**src/rtl/ddr4_phy_v2_2_1_riu_pkg.sv**
```systemverilog
// Shared types and constants for the XIPHY RIU read-return collector.
package ddr4_phy_v2_2_1_riu_pkg;

  localparam int RIU_DATA_W = 16;

  typedef enum logic {
    RIU_IDLE = 1'b0,
    RIU_WAIT = 1'b1
  } riu_state_t;

  typedef enum logic [1:0] {
    ERR_NONE       = 2'd0,
    ERR_COLLISION  = 2'd1,
    ERR_UNEXPECTED = 2'd2,
    ERR_WRONG_NIB  = 2'd3
  } riu_err_code_t;

endpackage

```
**src/rtl/ddr4_phy_v2_2_1_riu_or_stage.sv**
```systemverilog
// One registered OR level: IN_LANES data/valid lanes fold into OUT_LANES,
// with an unmodified side vector registered alongside. Synchronous clear.
module ddr4_phy_v2_2_1_riu_or_stage
  import ddr4_phy_v2_2_1_riu_pkg::*;
#(
  parameter int IN_LANES  = 2,
  parameter int OUT_LANES = 1,
  parameter int VEC_W     = 2
) (
  input  logic                            clk,
  input  logic                            rst,
  input  logic [IN_LANES*RIU_DATA_W-1:0]  data_in,
  input  logic [IN_LANES-1:0]             vld_in,
  input  logic [VEC_W-1:0]                vec_in,
  output logic [OUT_LANES*RIU_DATA_W-1:0] data_out,
  output logic [OUT_LANES-1:0]            vld_out,
  output logic [VEC_W-1:0]                vec_out
);

  localparam int GROUP = IN_LANES / OUT_LANES;

  if (OUT_LANES < 1 || (IN_LANES % OUT_LANES) != 0) begin : g_bad_lanes
    $error("riu_or_stage: IN_LANES must be a multiple of OUT_LANES");
  end

  logic [OUT_LANES*RIU_DATA_W-1:0] data_d, data_q;
  logic [OUT_LANES-1:0]            vld_d,  vld_q;
  logic [VEC_W-1:0]                vec_d,  vec_q;

  // NOTE: every always_comb output gets a default first so no path can infer a latch.
  always_comb begin
    data_d = '0;
    vld_d  = '0;
    vec_d  = vec_in;
    for (int o = 0; o < OUT_LANES; o++) begin
      for (int g = 0; g < GROUP; g++) begin
        data_d[o*RIU_DATA_W +: RIU_DATA_W] = data_d[o*RIU_DATA_W +: RIU_DATA_W]
                                           | data_in[(o*GROUP+g)*RIU_DATA_W +: RIU_DATA_W];
        vld_d[o] = vld_d[o] | vld_in[o*GROUP+g];
      end
    end
  end

  // NOTE: state is updated with non-blocking assignments so all flops sample together.
  always_ff @(posedge clk) begin
    if (rst) begin
      data_q <= '0;
      vld_q  <= '0;
      vec_q  <= '0;
    end else begin
      data_q <= data_d;
      vld_q  <= vld_d;
      vec_q  <= vec_d;
    end
  end

  assign data_out = data_q;
  assign vld_out  = vld_q;
  assign vec_out  = vec_q;

endmodule

```
**src/rtl/ddr4_phy_v2_2_1_riu_rd_collector.sv**
```systemverilog
// RIU read-return collector: two-level registered OR tree plus a read tracker.
// Define RIU_RD_TIMEOUT_EN to build the WAIT-state timeout counter.
module ddr4_phy_v2_2_1_riu_rd_collector
  import ddr4_phy_v2_2_1_riu_pkg::*;
#(
  parameter int NIBBLES     = 8,
  parameter int TIMEOUT_CYC = 63
) (
  input  logic                          riu_clk,
  input  logic                          riu_rst,
  input  logic [NIBBLES*RIU_DATA_W-1:0] riu_rd_data_nib,
  input  logic [NIBBLES-1:0]            riu_valid_nib,
  input  logic                          riu_rd_req,
  input  logic [$clog2(NIBBLES)-1:0]    riu_rd_nib_sel,
  output logic [RIU_DATA_W-1:0]         riu_rd_data,
  output logic                          riu_valid,
  output logic                          riu_rd_done,
  output logic                          riu_rd_timeout,
  output logic                          riu_rd_err,
  output logic [1:0]                    riu_rd_err_code,
  output logic                          riu_rd_busy
);

  localparam int SEL_W = $clog2(NIBBLES);
  localparam int PAIRS = NIBBLES / 2;
  localparam logic [NIBBLES-1:0] VEC_ONE = {{(NIBBLES-1){1'b0}}, 1'b1};

  if (NIBBLES < 2 || NIBBLES > 16 || (NIBBLES % 2) != 0) begin : g_bad_nibbles
    $error("riu_rd_collector: NIBBLES must be even and within 2..16");
  end
  if (TIMEOUT_CYC < 1 || TIMEOUT_CYC > 1023) begin : g_bad_timeout
    $error("riu_rd_collector: TIMEOUT_CYC must be within 1..1023");
  end

  logic [PAIRS*RIU_DATA_W-1:0] data1;
  logic [PAIRS-1:0]            vld1;
  logic [NIBBLES-1:0]          vvec1;
  logic [RIU_DATA_W-1:0]       data2;
  logic [0:0]                  vld2;
  logic [NIBBLES-1:0]          vvec2;

  ddr4_phy_v2_2_1_riu_or_stage #(
    .IN_LANES (NIBBLES),
    .OUT_LANES(PAIRS),
    .VEC_W    (NIBBLES)
  ) u_stage1 (
    .clk     (riu_clk),
    .rst     (riu_rst),
    .data_in (riu_rd_data_nib),
    .vld_in  (riu_valid_nib),
    .vec_in  (riu_valid_nib),
    .data_out(data1),
    .vld_out (vld1),
    .vec_out (vvec1)
  );

  ddr4_phy_v2_2_1_riu_or_stage #(
    .IN_LANES (PAIRS),
    .OUT_LANES(1),
    .VEC_W    (NIBBLES)
  ) u_stage2 (
    .clk     (riu_clk),
    .rst     (riu_rst),
    .data_in (data1),
    .vld_in  (vld1),
    .vec_in  (vvec1),
    .data_out(data2),
    .vld_out (vld2),
    .vec_out (vvec2)
  );

  assign riu_rd_data = data2;
  assign riu_valid   = vld2[0];

  riu_state_t    state_q, state_d;
  logic [SEL_W-1:0] exp_nib_q, exp_nib_d;
  riu_err_code_t err_code_q, err_code_d;
  riu_err_code_t new_code;
  logic [NIBBLES-1:0] exp_onehot;
  logic collide;
  logic done;
  logic err;
  logic accept;
  logic to_hit;

`ifdef RIU_RD_TIMEOUT_EN
  localparam int CNT_W = $clog2(TIMEOUT_CYC + 1);
  localparam logic [CNT_W-1:0] CNT_MAX = CNT_W'(TIMEOUT_CYC);

  logic [CNT_W-1:0] count_q, count_d;

  // A return landing on the limit cycle completes the read instead of timing out.
  assign to_hit = (state_q == RIU_WAIT) && !riu_valid && (count_q == CNT_MAX);

  always_comb begin
    count_d = count_q;
    if (accept) begin
      count_d = '0;
    end else if (state_q == RIU_WAIT) begin
      count_d = count_q + 1'b1;
    end
  end

  always_ff @(posedge riu_clk) begin
    if (riu_rst) begin
      count_q <= '0;
    end else begin
      count_q <= count_d;
    end
  end
`else
  assign to_hit = 1'b0;
`endif

  always_comb begin
    state_d    = state_q;
    exp_nib_d  = exp_nib_q;
    err_code_d = err_code_q;
    new_code   = ERR_NONE;
    done       = 1'b0;
    err        = 1'b0;
    accept     = 1'b0;
    exp_onehot = VEC_ONE << exp_nib_q;
    collide    = |(vvec2 & (vvec2 - VEC_ONE));

    // Any return seen in WAIT consumes the outstanding read, good or bad.
    if (riu_valid) begin
      if (collide) begin
        err      = 1'b1;
        new_code = ERR_COLLISION;
      end else if (state_q == RIU_WAIT) begin
        if (vvec2 == exp_onehot) begin
          done = 1'b1;
        end else begin
          err      = 1'b1;
          new_code = ERR_WRONG_NIB;
        end
      end else begin
        err      = 1'b1;
        new_code = ERR_UNEXPECTED;
      end
      if (state_q == RIU_WAIT) begin
        state_d = RIU_IDLE;
      end
    end else if (to_hit) begin
      state_d = RIU_IDLE;
    end

    // A request is accepted whenever the tracker is free after this cycle's retirement.
    if (riu_rd_req) begin
      if (state_d == RIU_IDLE) begin
        accept    = 1'b1;
        state_d   = RIU_WAIT;
        exp_nib_d = riu_rd_nib_sel;
      end else begin
        err      = 1'b1;
        new_code = ERR_UNEXPECTED;
      end
    end

    // An error reported in the same cycle as an acceptance stays visible.
    if (accept) begin
      err_code_d = ERR_NONE;
    end
    if (err) begin
      err_code_d = new_code;
    end
  end

  always_ff @(posedge riu_clk) begin
    if (riu_rst) begin
      state_q    <= RIU_IDLE;
      exp_nib_q  <= '0;
      err_code_q <= ERR_NONE;
    end else begin
      state_q    <= state_d;
      exp_nib_q  <= exp_nib_d;
      err_code_q <= err_code_d;
    end
  end

  assign riu_rd_done     = done;
  assign riu_rd_err      = err;
  assign riu_rd_timeout  = to_hit;
  assign riu_rd_err_code = err_code_q;
  assign riu_rd_busy     = (state_q == RIU_WAIT);

endmodule

```
**config.mk**
```make
export PLATFORM = sky130hd
export DESIGN_NAME = ddr4_phy_v2_2_1_riu_rd_collector
export DESIGN_NICKNAME = d
export VERILOG_FILES = /design/src/rtl/ddr4_phy_v2_2_1_riu_pkg.sv /design/src/rtl/ddr4_phy_v2_2_1_riu_or_stage.sv /design/src/rtl/ddr4_phy_v2_2_1_riu_rd_collector.sv
export SDC_FILE = /design/constraint.sdc
export NUM_CORES = 1
export LEC_CHECK = 0
export CAP_MARGIN = 10
export CORE_MARGIN = 2
export CORE_UTILIZATION = 40
export CTS_CLUSTER_DIAMETER = 30
export DETAILED_ROUTE_END_ITERATION = 7
export PLACE_DENSITY = 0.8
export SYNTH_ARGS = -nofsm -noshare
export SYNTH_HDL_FRONTEND = slang
export SYNTH_SLANG_ARGS = --single-unit
```
**constraint.sdc**
```tcl
create_clock -name riu_clk -period 2.1 [get_ports riu_clk]
set_input_delay 0.315 -clock riu_clk [delete_from_list [all_inputs] [get_ports riu_clk]]
set_output_delay 0.315 -clock riu_clk [all_outputs]
set_load 0.01 [all_outputs]
```
==> results of run 1 <==
[synth_stat cells, drive strengths merged, types with 2 or more instances]
cell type	count
nor2	156
dfxtp	107
nor2b	20
nor4	17
buf	9
clkbuf	5
mux2i	4
nor3	4
or2	4
a21oi	3
nor4b	3
nor4bb	3
o211ai	3
and4b	2
maj3	2
o21ai	2
[power breakdown]
part	switching (W)	total (W)	internal (W)
Clock	0.000666	0.00123	0.000565
Combinational	0.000181	0.000567	0.000386
Sequential	0.0000496	0.00221	0.00216
[cell usage in the layout, fill, tap and decap left out, types with 2 or more instances in the layout]
cell type / n
buf_4: 11
nor4_1: 17
o21ai_0: 2
nor4bb_1: 3
nor4b_1: 2
clkbuf_8: 9
nor2_1: 156
dfxtp_1: 105
o211ai_1: 3
or2_2: 4
nor2b_1: 20
buf_12: 2
clkdlybuf4s50_1: 160
and4b_1: 2
a21oi_1: 3
nor3_1: 3
inv_6: 3
buf_2: 2
mux2i_1: 4
dfxtp_4: 2
[path summary, 6_finish.rpt]
path | from | end | slack, ps | cells past startpoint
setup reg to reg | u_stage2.vec_out[4]$_SDFF_PP0_ | riu_rd_err_code[0]$_SDFFE_PP0P_ | 150 | 7
hold / removal | riu_rst | u_stage1.data_out[36]$_SDFF_PP0_ | 400 | 2
hold reg to reg | u_stage1.data_out[45]$_SDFF_PP0_ | u_stage2.data_out[13]$_SDFF_PP0_ | 440 | 2
setup / recovery | exp_nib_q[1]$_SDFFE_PP0P_ | riu_rd_err | -90 | 8
[cell families after synthesis]
| logic type | Yosys count | share of synthesized area (%) |
|---|---|---|
| AOI/OAI and AO/OA | 13 | 2.765 |
| xor gates and xnor gates | 1 | 0.2616 |
| adders and majority gates | 2 | 0.6353 |
| buffers and inverters | 15 | 1.868 |
| DFF | 107 | 63.98 |
| muxes | 4 | 1.196 |
| other | 1 | 0.1120 |
| and+or+nand+nor | 213 | 29.19 |
[registers in the layout (all words and copies together), names as in the netlist]
| name | cells |
|---|---|
| u_stage1.data_out | 64 |
| u_stage1.vec_out | 8 |
| u_stage2.data_out | 16 |
| riu_rd_err_code | 2 |
| exp_nib_q | 3 |
| u_stage2.vld_out | 1 |
| riu_rd_busy | 1 |
| u_stage1.vld_out | 4 |
| u_stage2.vec_out | 8 |
[per-stage QoR]
stage / setup TNS [ps] / cells / worst slack [ps] / cell area, sq um / total power [W]
final: -142.3 / 638 / -86.33 / 5401 / 0.004011
after global routing: -417.9 / 638 / -225.6 / 5401 / 0.004197
after CTS: -280.8 / 638 / -155.7 / 5389 / 0.004055
after detailed placement: -515.0 / 620 / -270.9 / 5137 / 0.002820
after global placement: -403.9 / 620 / -212.8 / 5137 / 0.002803
after floorplan: 0 / 356 / 253.1 / 3348 / 0.002437
[critical path: stages (launching register included)]
cell      delay [ps]
dfxtp_4          400
buf_4            140
xor2_4           160
nand2_1           80
o311ai_2         240
o211ai_1         160
nor2_1           150
nor2_1            50
buf_2            130
[cell type report]
cell class | instances | area, sq um
Fill cell | 667 | 2774
Inverter | 1 | 3.754
Timing Repair Buffer | 175 | 1734
Clock buffer | 10 | 127.6
Clock inverter | 6 | 70.07
Sequential cell | 107 | 2150
Multi-Input combinational cell | 234 | 1185
Tap cell | 105 | 131.4
[routing by layer]
layer  wire length [um]  part of all wire, %
met1               2793                   39
met2               3678                   51
met4                145                  2.0
met3                532                  7.4
met5                  0                    0
[timing repair]
item / CTS / global route
buffers inserted: 2 / 0
endpoints found under the setup margin: 2 / 3
resized for setup: 17 / 2
pin swaps: 7 / 3
==> flow_metrics.env, run 1 <==
export IMPL_synth_nets=498
export IMPL_global_route_overflow_total=0
export IMPL_synth_top_area_share_pct=63.98
export IMPL_synth_area_leaders="dfxtp_1 (64%), nor2_1 (17%), nor2b_1 (3.7%)"
export IMPL_cts_root_buf="clkbuf_8"
export IMPL_period_share_pct=104.1
export IMPL_start_util_pct=40.96
export IMPL_synth_edff_count=0
export IMPL_grt_pass1_wl_um=11090
export IMPL_max_freq_mhz=457.4
export IMPL_worst_slack_ps=-86.33
export IMPL_skew_ps=9.913
export IMPL_port_buffers=163
export IMPL_final_antenna_net_count=0
export IMPL_drt_first_iter_violations=65
export IMPL_met2_usage_pct=29.17
export IMPL_avgSynthCellArea_sq_um=9.405
export IMPL_routedWlPerCell_um=11.21
export IMPL_use_met1_pct=16.14
export IMPL_num_io_pins=165
export IMPL_min_path_type="in2reg"
export IMPL_power_leakage_nw=2.195
export IMPL_yosys_most_used_dff="dfxtp_1"
export IMPL_grt_max_degree=55
export IMPL_cts_max_path_buffers=2
export IMPL_drt_pass1_iterations=4
export IMPL_violations="setup timing"
export IMPL_utilization_pct=66.07
export IMPL_irDropWorstVdd_uv=358.9
export IMPL_yosysWarnings=0
export IMPL_p_per_area_mw_per_mm2=742.7
export IMPL_period_needed_ps=2186
export IMPL_hold_viol=0
export IMPL_die_area_sq_mm=0.009118
export IMPL_ys_seq_area_share_pct=63.98
export IMPL_crit_arrival_ps=1870
export IMPL_whs_ps=401.6
export IMPL_gr_usage_all_layers_pct=15.52
export IMPL_fp_dieW_um=95.49
export IMPL_areaGrowthSynthToFinish_pct=61.32
export IMPL_async_flop_share_pct=0
export IMPL_grt_pass1_vias=2751
export IMPL_antenna_found_initial=0
export IMPL_cts_max_level=3
export IMPL_slew_headroom_pct=66.33
export IMPL_cts_tree="yes"
export IMPL_status="finished, violations left"
export IMPL_cp_max_fo=10
export IMPL_slew_violations=0
export IMPL_die_h_um=95.49
export IMPL_cts_hold_buf=0
export IMPL_use_met3_pct=3.636
export IMPL_synth_area_sq_mm=0.003348
export IMPL_viasPerCell=4.511
export IMPL_clk_insertion_delay_late_ps=360
export IMPL_rows=33
export IMPL_drv_cap=0
export IMPL_tightest_slew_ps=505.0
export IMPL_crit_required_ps=1780
export IMPL_grt_setup_unrepaired="yes"
export IMPL_place_congestion=0.7559
export IMPL_syn_inst=356
export IMPL_cp_end_kind="output port"
export IMPL_drive_gt1_share_pct=8.443
export IMPL_synth_seq_cells=107
export IMPL_core_area_sq_mm=0.008175
export IMPL_cts_sinks=107
export IMPL_final_nets=670
export IMPL_drc=0
export IMPL_cts_buffers=9
export IMPL_via_count=2878
export IMPL_cts_clk_slew_worst_paths_ps=100
export IMPL_synth_area_leader_cell="dfxtp_1"
export IMPL_worstSetupPathType="reg2out"
export IMPL_totalWireLength_um=7150
export IMPL_diodes=0
export IMPL_grt_busiest_layer="met2"
export IMPL_setup_viol=2
export IMPL_dp_hpwl_um=5651
export IMPL_start_kind="flip-flop"
export IMPL_yosysUniqueCellTypes=32
No activity file was read; power rests on OpenSTA's default activity.
==> run 2: changes to the inputs <==
TNS_END_PERCENT = 100   (was unset)
==> results of run 2 <==
Final layout, timing and power as in run 1 (identical DEF).
